$ cat src/rtl/elevator_pkg.sv
// rtl/elevator_pkg.sv - shared encodings for the elevator plant model
package elevator_pkg;

    localparam logic [1:0] AC_UP   = 2'd0;
    localparam logic [1:0] AC_DOWN = 2'd1;
    localparam logic [1:0] AC_STOP = 2'd2;

    typedef enum logic [1:0] {
        DOOR_CLOSED_S  = 2'd0,
        DOOR_OPENING_S = 2'd1,
        DOOR_OPEN_S    = 2'd2,
        DOOR_CLOSING_S = 2'd3
    } door_state_e;

    localparam logic [1:0] FAULT_NONE        = 2'd0;
    localparam logic [1:0] FAULT_OVERTRAVEL  = 2'd1;
    localparam logic [1:0] FAULT_DOOR_MOTION = 2'd2;
    localparam logic [1:0] FAULT_OFF_FLOOR   = 2'd3;

    // Codes 2 and 3 both mean "stop"; only bit 1 matters.
    function automatic logic is_stop(input logic [1:0] ac);
        return ac[1];
    endfunction

endpackage

$ cat src/rtl/elevator_if.sv
// rtl/elevator_if.sv - controller <-> plant signal bundle
interface elevator_if;
    import elevator_pkg::*;

    logic [1:0] AC;
    logic       Open;
    logic       S1;
    logic       S2;
    logic       S3;
    logic       S4;
    logic       DOOR_CLOSED;
    logic       MOVING;
    logic [1:0] FAULT;

    modport master (
        output AC, Open,
        input  S1, S2, S3, S4, DOOR_CLOSED, MOVING, FAULT
    );

    modport slave (
        input  AC, Open,
        output S1, S2, S3, S4, DOOR_CLOSED, MOVING, FAULT
    );

endinterface

$ cat src/rtl/elevator_door.sv
// rtl/elevator_door.sv - door FSM with per-transition timer
module elevator_door
    import elevator_pkg::*;
#(
    parameter int DOOR_CYCLES = 2
) (
    input  logic CLK,
    input  logic RESET,
    input  logic i_open,
    input  logic i_at_floor,
    input  logic i_stop_cmd,
    output logic o_door_closed,
    output logic o_off_floor_req
);

    localparam logic [3:0] TIMER_LAST = 4'(DOOR_CYCLES - 1);

    door_state_e r_state;
    logic [3:0]  r_timer;

    always_ff @(posedge CLK or negedge RESET) begin
        if (!RESET) begin
            r_state <= DOOR_CLOSED_S;
            r_timer <= 4'd0;
        end else begin
            case (r_state)
                DOOR_CLOSED_S: begin
                    if (i_open && i_at_floor && i_stop_cmd) begin
                        r_state <= DOOR_OPENING_S;
                        r_timer <= 4'd0;
                    end
                end
                DOOR_OPENING_S: begin
                    if (r_timer == TIMER_LAST) begin
                        r_state <= DOOR_OPEN_S;
                        r_timer <= 4'd0;
                    end else begin
                        r_timer <= r_timer + 4'd1;
                    end
                end
                DOOR_OPEN_S: begin
                    if (!i_open) begin
                        r_state <= DOOR_CLOSING_S;
                        r_timer <= 4'd0;
                    end
                end
                DOOR_CLOSING_S: begin
                    // A renewed request reverses the door with a fresh timer.
                    if (i_open) begin
                        r_state <= DOOR_OPENING_S;
                        r_timer <= 4'd0;
                    end else if (r_timer == TIMER_LAST) begin
                        r_state <= DOOR_CLOSED_S;
                        r_timer <= 4'd0;
                    end else begin
                        r_timer <= r_timer + 4'd1;
                    end
                end
                default: begin
                    r_state <= DOOR_CLOSED_S;
                    r_timer <= 4'd0;
                end
            endcase
        end
    end

    assign o_door_closed   = (r_state == DOOR_CLOSED_S);
    assign o_off_floor_req = (r_state == DOOR_CLOSED_S) && i_open && !i_at_floor;

endmodule

$ cat src/rtl/elevator_plant.sv
// rtl/elevator_plant.sv - four-floor car position, interlock and fault latch
module elevator_plant
    import elevator_pkg::*;
#(
    parameter int TRAVEL_CYCLES = 4,
    parameter int DOOR_CYCLES   = 2
) (
    input  logic       CLK,
    input  logic       RESET,
    elevator_if.slave  bus
);

    localparam logic [3:0] OFFSET_LAST = 4'(TRAVEL_CYCLES - 1);

    logic [1:0] r_floor;
    logic [3:0] r_offset;
    logic       r_moving;
    logic [1:0] r_fault;

    logic       w_at_floor;
    logic       w_at_top;
    logic       w_at_bottom;
    logic       w_up_cmd;
    logic       w_down_cmd;
    logic       w_door_closed;
    logic       w_off_floor_req;
    logic       w_move_up;
    logic       w_move_down;
    logic [1:0] w_fault_code;

    assign w_at_floor  = (r_offset == 4'd0);
    assign w_at_top    = w_at_floor && (r_floor == 2'd3);
    assign w_at_bottom = w_at_floor && (r_floor == 2'd0);
    assign w_up_cmd    = (bus.AC == AC_UP);
    assign w_down_cmd  = (bus.AC == AC_DOWN);

    elevator_door #(
        .DOOR_CYCLES(DOOR_CYCLES)
    ) u_door (
        .CLK            (CLK),
        .RESET          (RESET),
        .i_open         (bus.Open),
        .i_at_floor     (w_at_floor),
        .i_stop_cmd     (is_stop(bus.AC)),
        .o_door_closed  (w_door_closed),
        .o_off_floor_req(w_off_floor_req)
    );

    assign w_move_up   = w_up_cmd   && w_door_closed && !w_at_top;
    assign w_move_down = w_down_cmd && w_door_closed && !w_at_bottom;

    // Checked in ascending code order so simultaneous faults record the lowest.
    always_comb begin
        w_fault_code = FAULT_NONE;
        if ((w_up_cmd && w_at_top) || (w_down_cmd && w_at_bottom)) begin
            w_fault_code = FAULT_OVERTRAVEL;
        end else if ((w_up_cmd || w_down_cmd) && !w_door_closed) begin
            w_fault_code = FAULT_DOOR_MOTION;
        end else if (w_off_floor_req) begin
            w_fault_code = FAULT_OFF_FLOOR;
        end
    end

    always_ff @(posedge CLK or negedge RESET) begin
        if (!RESET) begin
            r_floor  <= 2'd0;
            r_offset <= 4'd0;
            r_moving <= 1'b0;
            r_fault  <= FAULT_NONE;
        end else begin
            r_moving <= w_move_up || w_move_down;
            if (w_move_up) begin
                if (r_offset == OFFSET_LAST) begin
                    r_floor  <= r_floor + 2'd1;
                    r_offset <= 4'd0;
                end else begin
                    r_offset <= r_offset + 4'd1;
                end
            end else if (w_move_down) begin
                if (r_offset == 4'd0) begin
                    r_floor  <= r_floor - 2'd1;
                    r_offset <= OFFSET_LAST;
                end else begin
                    r_offset <= r_offset - 4'd1;
                end
            end
            if (r_fault == FAULT_NONE) begin
                r_fault <= w_fault_code;
            end
        end
    end

    assign bus.S1          = w_at_floor && (r_floor == 2'd0);
    assign bus.S2          = w_at_floor && (r_floor == 2'd1);
    assign bus.S3          = w_at_floor && (r_floor == 2'd2);
    assign bus.S4          = w_at_floor && (r_floor == 2'd3);
    assign bus.DOOR_CLOSED = w_door_closed;
    assign bus.MOVING      = r_moving;
    assign bus.FAULT       = r_fault;

endmodule

$ cat src/flat_wrapper.sv
// flat-port wrapper written by rule: the top's interface ports become plain ports
module elevator_plant_flat import elevator_pkg::*;
#(
    parameter int TRAVEL_CYCLES = 4,
    parameter int DOOR_CYCLES   = 2
)
  (CLK, RESET, bus_AC, bus_Open, bus_S1, bus_S2, bus_S3, bus_S4, bus_DOOR_CLOSED, bus_MOVING, bus_FAULT);
  elevator_if bus_i ();
  input  logic CLK;
  input  logic RESET;
  input wire logic [$bits(bus_i.AC)-1:0] bus_AC;
  input wire logic [$bits(bus_i.Open)-1:0] bus_Open;
  output wire logic [$bits(bus_i.S1)-1:0] bus_S1;
  output wire logic [$bits(bus_i.S2)-1:0] bus_S2;
  output wire logic [$bits(bus_i.S3)-1:0] bus_S3;
  output wire logic [$bits(bus_i.S4)-1:0] bus_S4;
  output wire logic [$bits(bus_i.DOOR_CLOSED)-1:0] bus_DOOR_CLOSED;
  output wire logic [$bits(bus_i.MOVING)-1:0] bus_MOVING;
  output wire logic [$bits(bus_i.FAULT)-1:0] bus_FAULT;
  assign bus_i.AC = bus_AC;
  assign bus_i.Open = bus_Open;
  assign bus_S1 = bus_i.S1;
  assign bus_S2 = bus_i.S2;
  assign bus_S3 = bus_i.S3;
  assign bus_S4 = bus_i.S4;
  assign bus_DOOR_CLOSED = bus_i.DOOR_CLOSED;
  assign bus_MOVING = bus_i.MOVING;
  assign bus_FAULT = bus_i.FAULT;
  elevator_plant #(.TRAVEL_CYCLES(TRAVEL_CYCLES), .DOOR_CYCLES(DOOR_CYCLES)) u_core (.CLK(CLK), .RESET(RESET), .bus(bus_i));
endmodule
$ cat config.mk
export PLATFORM = sky130hd
export DESIGN_NAME = elevator_plant_flat
export DESIGN_NICKNAME = d
export VERILOG_FILES = /design/src/rtl/elevator_pkg.sv /design/src/rtl/elevator_if.sv /design/src/rtl/elevator_door.sv /design/src/rtl/elevator_plant.sv /design/src/flat_wrapper.sv
export SDC_FILE = /design/constraint.sdc
export NUM_CORES = 1
export LEC_CHECK = 0
export CAP_MARGIN = 30
export CELL_PAD_IN_SITES_DETAIL_PLACEMENT = 0
export CELL_PAD_IN_SITES_GLOBAL_PLACEMENT = 1
export CORE_AREA = 2 2 54 56
export CTS_CLUSTER_DIAMETER = 30
export DETAILED_ROUTE_END_ITERATION = 10
export DIE_AREA = 0 0 56 58
export MAX_ROUTING_LAYER = met4
export PLACE_DENSITY_LB_ADDON = 0.15
export SETUP_SLACK_MARGIN = 0.2
export SLEW_MARGIN = 10
export SYNTH_ARGS = -nofsm -noshare
export SYNTH_HDL_FRONTEND = slang
export SYNTH_SLANG_ARGS = --single-unit
$ cat constraint.sdc
create_clock -name CLK -period 2.4 [get_ports CLK]
set_input_delay 0.6 -clock CLK [delete_from_list [all_inputs] [get_ports CLK]]
set_output_delay 0.6 -clock CLK [all_outputs]
set_load 0.05 [all_outputs]
Word level (Yosys, flattened, before mapping)
Index checks and enable logic that the tools add are counted.

word-level totals
  logic and storage cells = 79
  register bits = 15
  input port bits = 5
  output and inout port bits = 8

cells by class
  equal/unequal tests = 14
  add/sub/neg operators = 5
  reductions and logical operators = 32
  multiplexer cells = 22

operators by type and width
  cell                                                                   number
  4-bit two-way mux                                                      8
  2-bit two-way mux                                                      12
  4-bit case mux with 4 select lines                                     1
  1-bit logical AND                                                      15
  4-bit by 1-bit adder with 4-bit output, second input constant          2
  2-bit equality test, second input constant                             4
  2-bit logical NOT                                                      4
  2-bit != test, second input constant                                   4
  2-bit case mux with 4 select lines                                     1
  2-bit by 1-bit equality test with 1-bit output, second input constant  3
  4-bit by 1-bit equality test with 1-bit output, second input constant  1
  4-bit by 2-bit equality test with 1-bit output, second input constant  1
  1-bit logical NOT                                                      4
  4-bit logical NOT                                                      1
  4-bit AND reduction                                                    1
  2-bit nonzero test                                                     2
  4-bit by 1-bit subtractor with 4-bit output, second input constant     1
  1-bit logical OR                                                       3
  3-bit != test, second input constant                                   1
  3-bit AND reduction                                                    1
  2-bit by 1-bit adder with 2-bit output, second input constant          1
  2-bit AND reduction                                                    1
  2-bit by 1-bit subtractor with 2-bit output, second input constant     1

Logic depth before layout (Yosys ltp)
Gate-level depths: netlist of the first run.

  word-level depth = 6
  mapped depth = 7
  mapped depth without buffers = 6

Modules after synthesis
A second synthesis of the first run with hierarchy kept.

second synthesis, totals
  cells, all modules = 115
  area, all modules = 1,114.8 um2

by module, submodules not included
  module          instances  area each (um2)  cells an instance  seq. area each (um2)
  elevator_plant  1          711.9            75                 225.2
  elevator_door   1          402.9            40                 150.1

Least setup slack after synthesis of the first run
No wires, ideal clock.

  path type = register -> register
  start point = register u_core.u_door.r_state[0]
  end point = register u_core.r_offset[1]
  cell stages (with the launch flop) = 8
  setup time = 0.128 ns
  buffers on the path = 1
  path slack = 0.326 ns
  data required time = 2.272 ns
  arrival time = 1.946 ns
  period minus slack after synthesis = 2.074 ns
  cells stage by stage = dfrtp_1 -> inv_1 -> ha_1 -> nand2b_1 -> buf_2 -> or3_1 -> a211oi_1 -> a31oi_1

between the ends
  longest elaborated chain between the ends = 4
  elaborated cells on any way between the ends = 7
  those cells by class = 1 x mux; 6 x reduce/logical

ends and longest elaborated chain
  item                                                      RTL line                                    RTL
  start, declared                                           elevator_door.sv:18                         door_state_e r_state;
  start signal, assigned                                    elevator_door.sv:23                         r_state <= DOOR_CLOSED_S;
  start signal, assigned                                    elevator_door.sv:29                         r_state <= DOOR_OPENING_S;
  start signal, assigned                                    elevator_door.sv:35                         r_state <= DOOR_OPEN_S;
  2-bit logical NOT (*)                                     elevator_door.sv:67                         assign o_door_closed = (r_state == DOOR_CLOSED_S);
  named net bus_DOOR_CLOSED                                 flat_wrapper.sv:17                          output wire logic [$bits(bus_i.DOOR_CLOSED)-1:0] bus_DOOR_CLOSED;
  1-bit logical AND, on equally long branches (2 in a row)  elevator_plant.sv:49, elevator_plant.sv:50
  4-bit two-way mux or 2-bit nonzero test (tied branches)   -
  end signal, assigned                                      elevator_plant.sv:77                        r_offset <= r_offset + 4'd1;
  end signal, assigned                                      elevator_plant.sv:84                        r_offset <= r_offset - 4'd1;
  end, declared                                             elevator_plant.sv:16                        logic [3:0] r_offset;

The timed path passes the listed nets; every way through them passes the cells marked *.
A chain may end at the register's enable or synchronous reset.

Worst setup path after layout of the first run
  start point = register u_core.r_offset[1]
  end point = output bus_S2

between the ends
  longest elaborated chain between the ends = 2

ends and longest elaborated chain
  item               RTL line              RTL
  4-bit logical NOT  elevator_plant.sv:31  assign w_at_floor = (r_offset == 4'd0);
  1-bit logical AND  elevator_plant.sv:94  assign bus.S2 = w_at_floor && (r_floor == 2'd1);
  end, declared      flat_wrapper.sv:14    output wire logic [$bits(bus_i.S2)-1:0] bus_S2;

No other way between the ends.

==> impl_metrics.py, run 1 <==
metrics = {
    "outcome": {
        "outcome": "finished clean",
    },
    "timing": {
        "hold_viol": 0,
        "rsz0062_at_grt": "true",
        "worst_pin_slew_ns": 0.4859,
        "fin_crit_ns": 2.095,
        "final-setup-viol-count": 0,
        "skew_ns": 0.001948,
        "tns_ns": 0,
        "slew_headroom_pct": 67.51,
        "slew_violations": 0,
        "timing.fmax_ghz": 0.4773,
        "fin_crit_sh_pct": 87.29,
    },
    "setup_path": {
        "start_kind": "register",
        "r2r_cells": 6,
        "endpoint_kind": "primary output",
        "critPathMaxStageDelay_ns": 0.42,
        "critPathTopFamily": "simple AND/OR/NAND/NOR gates",
        "regToRegSetupSlack_ns": 0.54,
        "crit-reg2reg-launch": "u_core.u_door.r_state[0]",
        "path_cells": "inv_2, ha_4, nor3b_4, and2_4, buf_12",
        "critPathSlowestCell": "dfrtp_2",
        "crit_type": "register to primary output",
        "r2r_end": "u_core.r_offset[1]",
        "crit_fanout": 4,
        "worst_ep_arrival_time_ns": 1.49,
        "cp.buffers_inverters": 2,
        "required_ns": 1.80,
    },
    "cells_and_area": {
        "fillerInstances": 249,
        "antenna_cells": 0,
        "final_nets": 152,
        "final_cell_mix": "dfrtp_1 (14), ha_1 (12), buf_4 (11), nor2_1 (8), clkdlybuf4s50_1 (7)",
        "finalInstanceArea_sq_um": 1368,
        "multi_input_comb_area_sq_um": 663.1,
        "final_core_util_pct": 51.36,
        "final_cells": 164,
        "register_area_sq_um": 376.6,
        "syn_to_final_growth_pct": 30.12,
        "drive_gt1_share_pct": 21.05,
        "layout_commonest_cell": "dfrtp_1",
    },
    "clock_network": {
        "cts_tree": "built",
        "htree_num_levels": 1,
        "clk_latency_ns": 0.28,
        "cts_root_buf": "clkbuf_4",
        "holdBufCountCts": 0,
        "cts_num_sinks": 15,
        "clockBufferDepth": 2,
        "path_clk_slew_ns": 0.09,
        "cts_buffers": 3,
    },
    "global_route": {
        "grt_pass1_vias": 875,
        "grt.overflow.total": 0,
        "grt.total_usage_pct": 15.48,
        "grt_pass1_wl_mm": 3.857,
        "grt_antenna_before_repair": 0,
        "grt_max_degree": 16,
    },
    "yosys": {
        "ys_seq_area_share_pct": 35.71,
        "synth_top_family_by_area": "simple AND/OR/NAND/NOR gates",
        "yosysUniqueCellTypes": 38,
        "synth_mux_area_share_pct": 4.881,
        "syn_area_sq_um": 1051,
        "ys_seq_elements": 15,
        "yosysWarnings": 0,
        "synthSimpleGateAreaFrac_pct": 20.24,
        "synth-xor-area-share_pct": 1.667,
        "synth_nets": 127,
        "synth-adder-area-share_pct": 15.48,
        "syn_inst": 109,
        "synth_compound_area_share_pct": 18.33,
        "syn_avg_cell_area_sq_um": 9.642,
    },
    "drt": {
        "drt-pass1-iter-count": 4,
        "viasPerCell": 5.433,
        "drc": 0,
        "wl_mm": 2.151,
        "vias": 891,
        "wl_per_cell_microns": 13.12,
        "ant_nets": 0,
        "drt_iter0_markers": 19,
    },
    "pwr": {
        "power_switching_uw": 662.7,
        "clkPwrFrac_pct": 10.0,
        "powerDensity_nw_per_um2": 1089,
        "seqPwrFrac_pct": 28.4,
        "power.total_mw": 1.489,
        "p_int_uw": 826.8,
        "vdd_drop_max_mv": 0.7016,
        "leakage_nw": 0.6085,
        "combPwrFrac_pct": 61.6,
        "p_sw_share_pct": 44.49,
    },
    "place": {
        "place_hpwl_mm": 1.676,
        "dpl.cell_count": 156,
        "port_buffers": 12,
        "place_area_sq_um": 1284,
        "gp_congestion": 0.7894,
    },
    "die": {
        "placementRows": 19,
        "dieArea_sq_um": 3248,
        "core_area_sq_um": 2663,
        "die_w_microns": 56,
        "start_util_pct": 39.47,
        "die_h_microns": 58,
        "pin_count": 13,
    },
    "hold_path": {
        "hp-class": "register to register",
        "min_to": "u_core.bus.FAULT[1]",
        "hold_start": "u_core.bus.FAULT[1]",
        "hold_depth": 1,
    },
    "job": {
        "maxCapViolCount": 0,
    },
}
==> power groups by stage <==
stage	clock network, mW	logic (mW)	registers (mW)
after floorplan	0	0.572	0.427
after global placement	0	0.814	0.432
after CTS	0.154	0.894	0.420
after global routing	0.166	1.04	0.436
after detailed placement	0	0.833	0.436
final	0.148	0.917	0.424
==> cell type report <==
cell class	count	share of cell area [%]
multi-input cells	84	48.49
flip-flops and latches	15	27.54
repair buffers	22	17.02
well taps	31	2.836
inverters	8	2.196
clock buffers	4	1.921
==> cell usage after synthesis <==
| cell | number | area (sq um) |
|---|---|---|
| nor3_1 | 3 | 15.01 |
| nor3b_2 | 1 | 12.51 |
| o211ai_1 | 1 | 7.510 |
| mux2i_1 | 4 | 40.04 |
| nor2_1 | 8 | 30.03 |
| a31o_1 | 1 | 8.760 |
| or3b_4 | 1 | 11.26 |
| or3_1 | 2 | 12.51 |
| a21oi_2 | 1 | 8.760 |
| xnor2_1 | 2 | 17.52 |
| and4bb_1 | 1 | 12.51 |
| buf_2 | 1 | 5.000 |
| o31a_1 | 2 | 17.52 |
| o21ai_0 | 3 | 15.01 |
| o21ai_1 | 2 | 10.01 |
| o2bb2ai_1 | 3 | 26.28 |
| nand4_1 | 1 | 6.260 |
| nand2b_1 | 4 | 25.02 |
| clkbuf_1 | 1 | 3.750 |
| and2_1 | 3 | 18.77 |
| or2_1 | 1 | 6.260 |
| mux2_1 | 1 | 11.26 |
| nor3b_1 | 1 | 7.510 |
| nand2_1 | 4 | 15.01 |
| inv_1 | 8 | 30.03 |
| a31oi_1 | 1 | 6.260 |
| nand3_1 | 3 | 15.01 |
| a21o_1 | 2 | 15.01 |
| a41oi_1 | 1 | 8.760 |
| o31ai_1 | 1 | 7.510 |
| a41o_1 | 1 | 10.01 |
| nor2b_1 | 3 | 18.77 |
| dfrtp_1 | 15 | 375.4 |
| a21oi_1 | 4 | 20.02 |
| ha_1 | 13 | 162.7 |
| a32oi_1 | 1 | 8.760 |
| a211oi_1 | 3 | 22.52 |
| and3_1 | 1 | 6.260 |
==> routing by layer <==
| layer | up-vias | share of wire [%] | global-route usage [%] |
|---|---|---|---|
| li1 | 440 | - | - |
| met1 | 430 | 44 | 18.00 |
| met2 | 19 | 51 | 27.23 |
| met3 | 2 | 4.1 | 4.018 |
| met4 | 0 | 0.65 | 3.061 |
| met5 | - | 0 | - |
==> metrics by stage <==
stage / setup WS [ns] / hold WS (ns)
floorplan: 0.3258 / 0.3044
global placement: 0.1885 / 0.4562
detailed placement: 0.1538 / 0.4652
CTS: 0.2031 / 0.4874
global route: 0.1923 / 0.5286
finish: 0.3051 / 0.4793
==> flip-flops by register name (all words and copies together) (netlist names) <==
name,cells
u_core.r_floor,2
u_core.bus.FAULT,2
u_core.u_door.r_state,2
u_core.u_door.r_timer,4
u_core.bus.MOVING,1
u_core.r_offset,4
==> worst register-to-register path, stage by stage (launching register included) <==
cell and delay, ns:
dfrtp_1 0.41, inv_1 0.15, ha_1 0.27, nand2b_1 0.15, or3_1 0.42, a211oi_1 0.27, a31oi_1 0.06
==> cells by family (layout without fill, tap and decap cells) <==
group,count (synthesis),in the layout
AO/OA/AOI/OAI,27,27
flip-flops,15,15
adder cells (fa/ha/maj),13,13
buffers and inverters,10,34
multiplexers,5,5
XOR/XNOR,2,2
AND/OR/NAND/NOR,37,37
==> worst max path at each step <==
stage | cells past startpoint | to | slack [ns] | startpoint
floorplan | 7 | u_core.r_offset[1] | 0.33 | u_core.u_door.r_state[0]
global placement | 5 | u_core.r_offset[2] | 0.19 | bus_AC[0]
detailed placement | 5 | u_core.r_offset[2] | 0.15 | bus_AC[0]
CTS | 5 | bus_S1 | 0.20 | u_core.r_offset[0]
global route | 5 | bus_S2 | 0.19 | u_core.r_offset[1]
finish | 5 | bus_S2 | 0.31 | u_core.r_offset[1]
==> what timing repair did <==
item,CTS,global route
setup endpoints to repair,3,3
pin swaps,0,2
gates resized for setup,6,3
setup buffers,2,2
(Power assumes the default switching activity.)
==> run 2: changes to the inputs <==
--- a/config.mk
+++ b/config.mk
@@ -5,17 +5,19 @@
 export SDC_FILE = /design/constraint.sdc
 export NUM_CORES = 1
 export LEC_CHECK = 0
+export ABC_CLOCK_PERIOD_IN_PS = 2400
 export CAP_MARGIN = 30
 export CELL_PAD_IN_SITES_DETAIL_PLACEMENT = 0
 export CELL_PAD_IN_SITES_GLOBAL_PLACEMENT = 1
-export CORE_AREA = 2 2 54 56
+export CORE_AREA = 2 2 55 57
 export CTS_CLUSTER_DIAMETER = 30
 export DETAILED_ROUTE_END_ITERATION = 10
-export DIE_AREA = 0 0 56 58
+export DIE_AREA = 0 0 57 59
 export MAX_ROUTING_LAYER = met4
 export PLACE_DENSITY_LB_ADDON = 0.15
 export SETUP_SLACK_MARGIN = 0.2
 export SLEW_MARGIN = 10
 export SYNTH_ARGS = -nofsm -noshare
 export SYNTH_HDL_FRONTEND = slang
+export SYNTH_HIERARCHICAL = 1
 export SYNTH_SLANG_ARGS = --single-unit
==> impl_metrics.py, run 2 <==
metrics = {
    "timing": {
        "tns_ns": 0,
        "rsz0062_at_grt": "true",
        "fin_crit_sh_pct": 89.21,
        "worst_pin_slew_ns": 0.6799,
        "slew_headroom_pct": 54.53,
        "finalWorstSetupSlack_ns": 0.2589,
        "slew_violations": 0,
        "skew_ns": 0.004622,
        "final-setup-viol-count": 0,
        "timing.fmax_ghz": 0.4671,
        "hold_viol": 0,
        "fin_crit_ns": 2.141,
    },
    "clock_network": {
        "cts_root_buf": "clkbuf_4",
        "htree_num_levels": 1,
        "cts_buffers": 3,
        "clockBufferDepth": 2,
        "path_clk_slew_ns": 0.09,
        "cts_tree": "built",
        "cts_num_sinks": 15,
        "clk_latency_ns": 0.28,
    },
    "setup_path": {
        "crit_start": "u_core/r_offset[0]",
        "crit_fanout": 4,
        "regToRegSetupSlack_ns": 0.39,
        "crit-reg2reg-launch": "u_core/r_offset[0]",
        "required_ns": 1.80,
        "r2r_end": "u_core/u_door/r_timer[3]",
        "start_kind": "register",
        "worst_ep_arrival_time_ns": 1.54,
        "crit_end": "bus_S3",
        "r2r_cells": 8,
        "endpoint_kind": "primary output",
        "crit_type": "register to primary output",
    },
    "yosys": {
        "yosysUniqueCellTypes": 40,
        "syn_inst": 115,
        "synth_edf_count": 0,
        "ys_seq_area_share_pct": 33.67,
        "yosys-top-cells-area": "dfrtp_1 (34%), ha_1 (15%), o21ai_0 (4.5%)",
        "yosys.area.top_type": "dfrtp_1",
        "synth_nets": 133,
        "yosysTopAreaCellShare_pct": 33.67,
        "ys_seq_elements": 15,
        "syn_avg_cell_area_sq_um": 9.694,
        "yosysMostFrequentCell": "dfrtp_1",
        "synth_commonest_cells": "dfrtp_1 (15), ha_1 (13), inv_1 (11), o21ai_0 (10), nand2_1 (8)",
        "syn_area_sq_um": 1115,
        "yosysWarnings": 6,
        "synth-async-reset-ratio_pct": 100.0,
        "synth-main-ff-cell": "dfrtp_1",
    },
    "die": {
        "start_util_pct": 41.14,
        "die_w_microns": 57,
        "pin_count": 13,
        "dieArea_sq_um": 3363,
        "die_h_microns": 59,
        "placementRows": 19,
        "core_area_sq_um": 2710,
    },
    "drt": {
        "maxUsedRoutingLayer": "met4",
        "drt-pass1-iter-count": 4,
        "routed-wl-met3_microns": 103,
        "ant_nets": 0,
        "vias": 872,
        "drc": 0,
        "wl_mm": 2.301,
        "wirelength_met1_mm": 1.202,
        "drt_iter0_markers": 35,
        "viasPerCell": 5.253,
        "wl_per_cell_microns": 13.86,
        "wl_met2_microns": 978,
    },
    "global_route": {
        "grt.overflow.total": 0,
        "grt_antenna_before_repair": 0,
        "grt_max_degree": 16,
        "grt_pass1_wl_mm": 3.919,
        "grt.total_usage_pct": 15.68,
        "grt_pass1_vias": 854,
    },
    "pwr": {
        "vdd_drop_max_mv": 0.5964,
        "power.total_mw": 1.544,
        "leakage_nw": 0.6219,
        "powerDensity_nw_per_um2": 1118,
    },
    "place": {
        "gp_congestion": 0.8308,
        "place_hpwl_mm": 1.723,
        "port_buffers": 12,
        "dp_slack_ns": 0.2191,
    },
    "outcome": {
        "outcome": "finished clean",
    },
    "job": {
        "maxCapViolCount": 0,
    },
    "cells_and_area": {
        "register_area_sq_um": 376.6,
        "multi_input_comb_area_sq_um": 695.7,
        "drive_gt1_share_pct": 22.96,
        "final_nets": 154,
        "layout_commonest_cell": "dfrtp_1",
        "final_cell_mix": "dfrtp_1 (14), ha_1 (12), o21ai_0 (10), inv_1 (9), nand2_1 (8)",
        "reg_top3": "u_core/r_offset: 4 flops, u_core/u_door/r_timer: 4 flops",
        "fillerInstances": 275,
        "antenna_cells": 0,
        "syn_to_final_growth_pct": 23.91,
    },
    "hold_path": {
        "hp-class": "register to register",
    },
}
run 2: repair_timing:
item	4_1_cts	5_1_grt
endpoints found under the hold margin	0	0
buffers inserted	3	1
pin swaps	1	1
gates resized for setup	7	1
endpoints found under the setup margin	3	3
hold buffers	0	0
run 2: through the flow:
step           utilization (%)  hold slack [ns]  instance area (sq um)  std cells
6_report                 50.97           0.4860                   1381        166
5_1_grt                  50.97           0.5254                   1381        166
4_1_cts                  50.32           0.4907                   1364        165
3_3_place_gp             48.11           0.4671                   1304        158
3_5_place_dp             48.11           0.4718                   1304        158
2_1_floorplan                -           0.3044                   1115        115
run 2: where the power goes:
| group | switching (mW) | internal [mW] | total, mW | leakage (nW) |
|---|---|---|---|---|
| Combinational | 0.522 | 0.432 | 0.954 | 0.422 |
| Sequential | 0.103 | 0.340 | 0.443 | 0.185 |
| Clock | 0.0820 | 0.0644 | 0.146 | 0.0150 |
run 2: logic make-up after synthesis:
group / Yosys count / synth area share [%]
buffers and inverters: 13 / 5.724
adders and majority gates: 13 / 14.59
xor gates and xnor gates: 4 / 3.143
muxes: 4 / 3.816
DFF: 15 / 33.67
and+or+nand+nor: 36 / 20.20
AOI/OAI and AO/OA: 30 / 18.86
run 2: final cells by class:
cell class,count,share of cell area (%)
clock buffers,4,1.902
repair buffers,18,14.67
multi-input cells,87,50.36
inverters,11,2.989
well taps,31,2.808
flip-flops and latches,15,27.26
run 2: worst min path at each step:
stage | depth (start not counted) | to | startpoint
final | 1 | u_core/bus.FAULT[1] | u_core/bus.FAULT[0]
after global routing | 1 | u_core/bus.FAULT[1] | u_core/bus.FAULT[0]
after CTS | 1 | u_core/bus.FAULT[1] | u_core/bus.FAULT[0]
after detailed placement | 1 | u_core/bus.FAULT[0] | u_core/bus.FAULT[0]
after global placement | 1 | u_core/bus.FAULT[0] | u_core/bus.FAULT[0]
after floorplan | 0 | u_core/bus.FAULT[0] | RESET
run 2: per-layer routing:
layer,vias up,track usage (%)
met2,18,23.15
met5,-,-
li1,446,-
met1,406,22.19
met3,2,3.057
met4,0,3.987
run 2: worst max-delay path, stage by stage, from the launching register on:
cell and delay [ns]:
dfrtp_2 0.42, inv_2 0.08, ha_4 0.13, nor3b_4 0.28
and2_4 0.21, buf_12 0.13
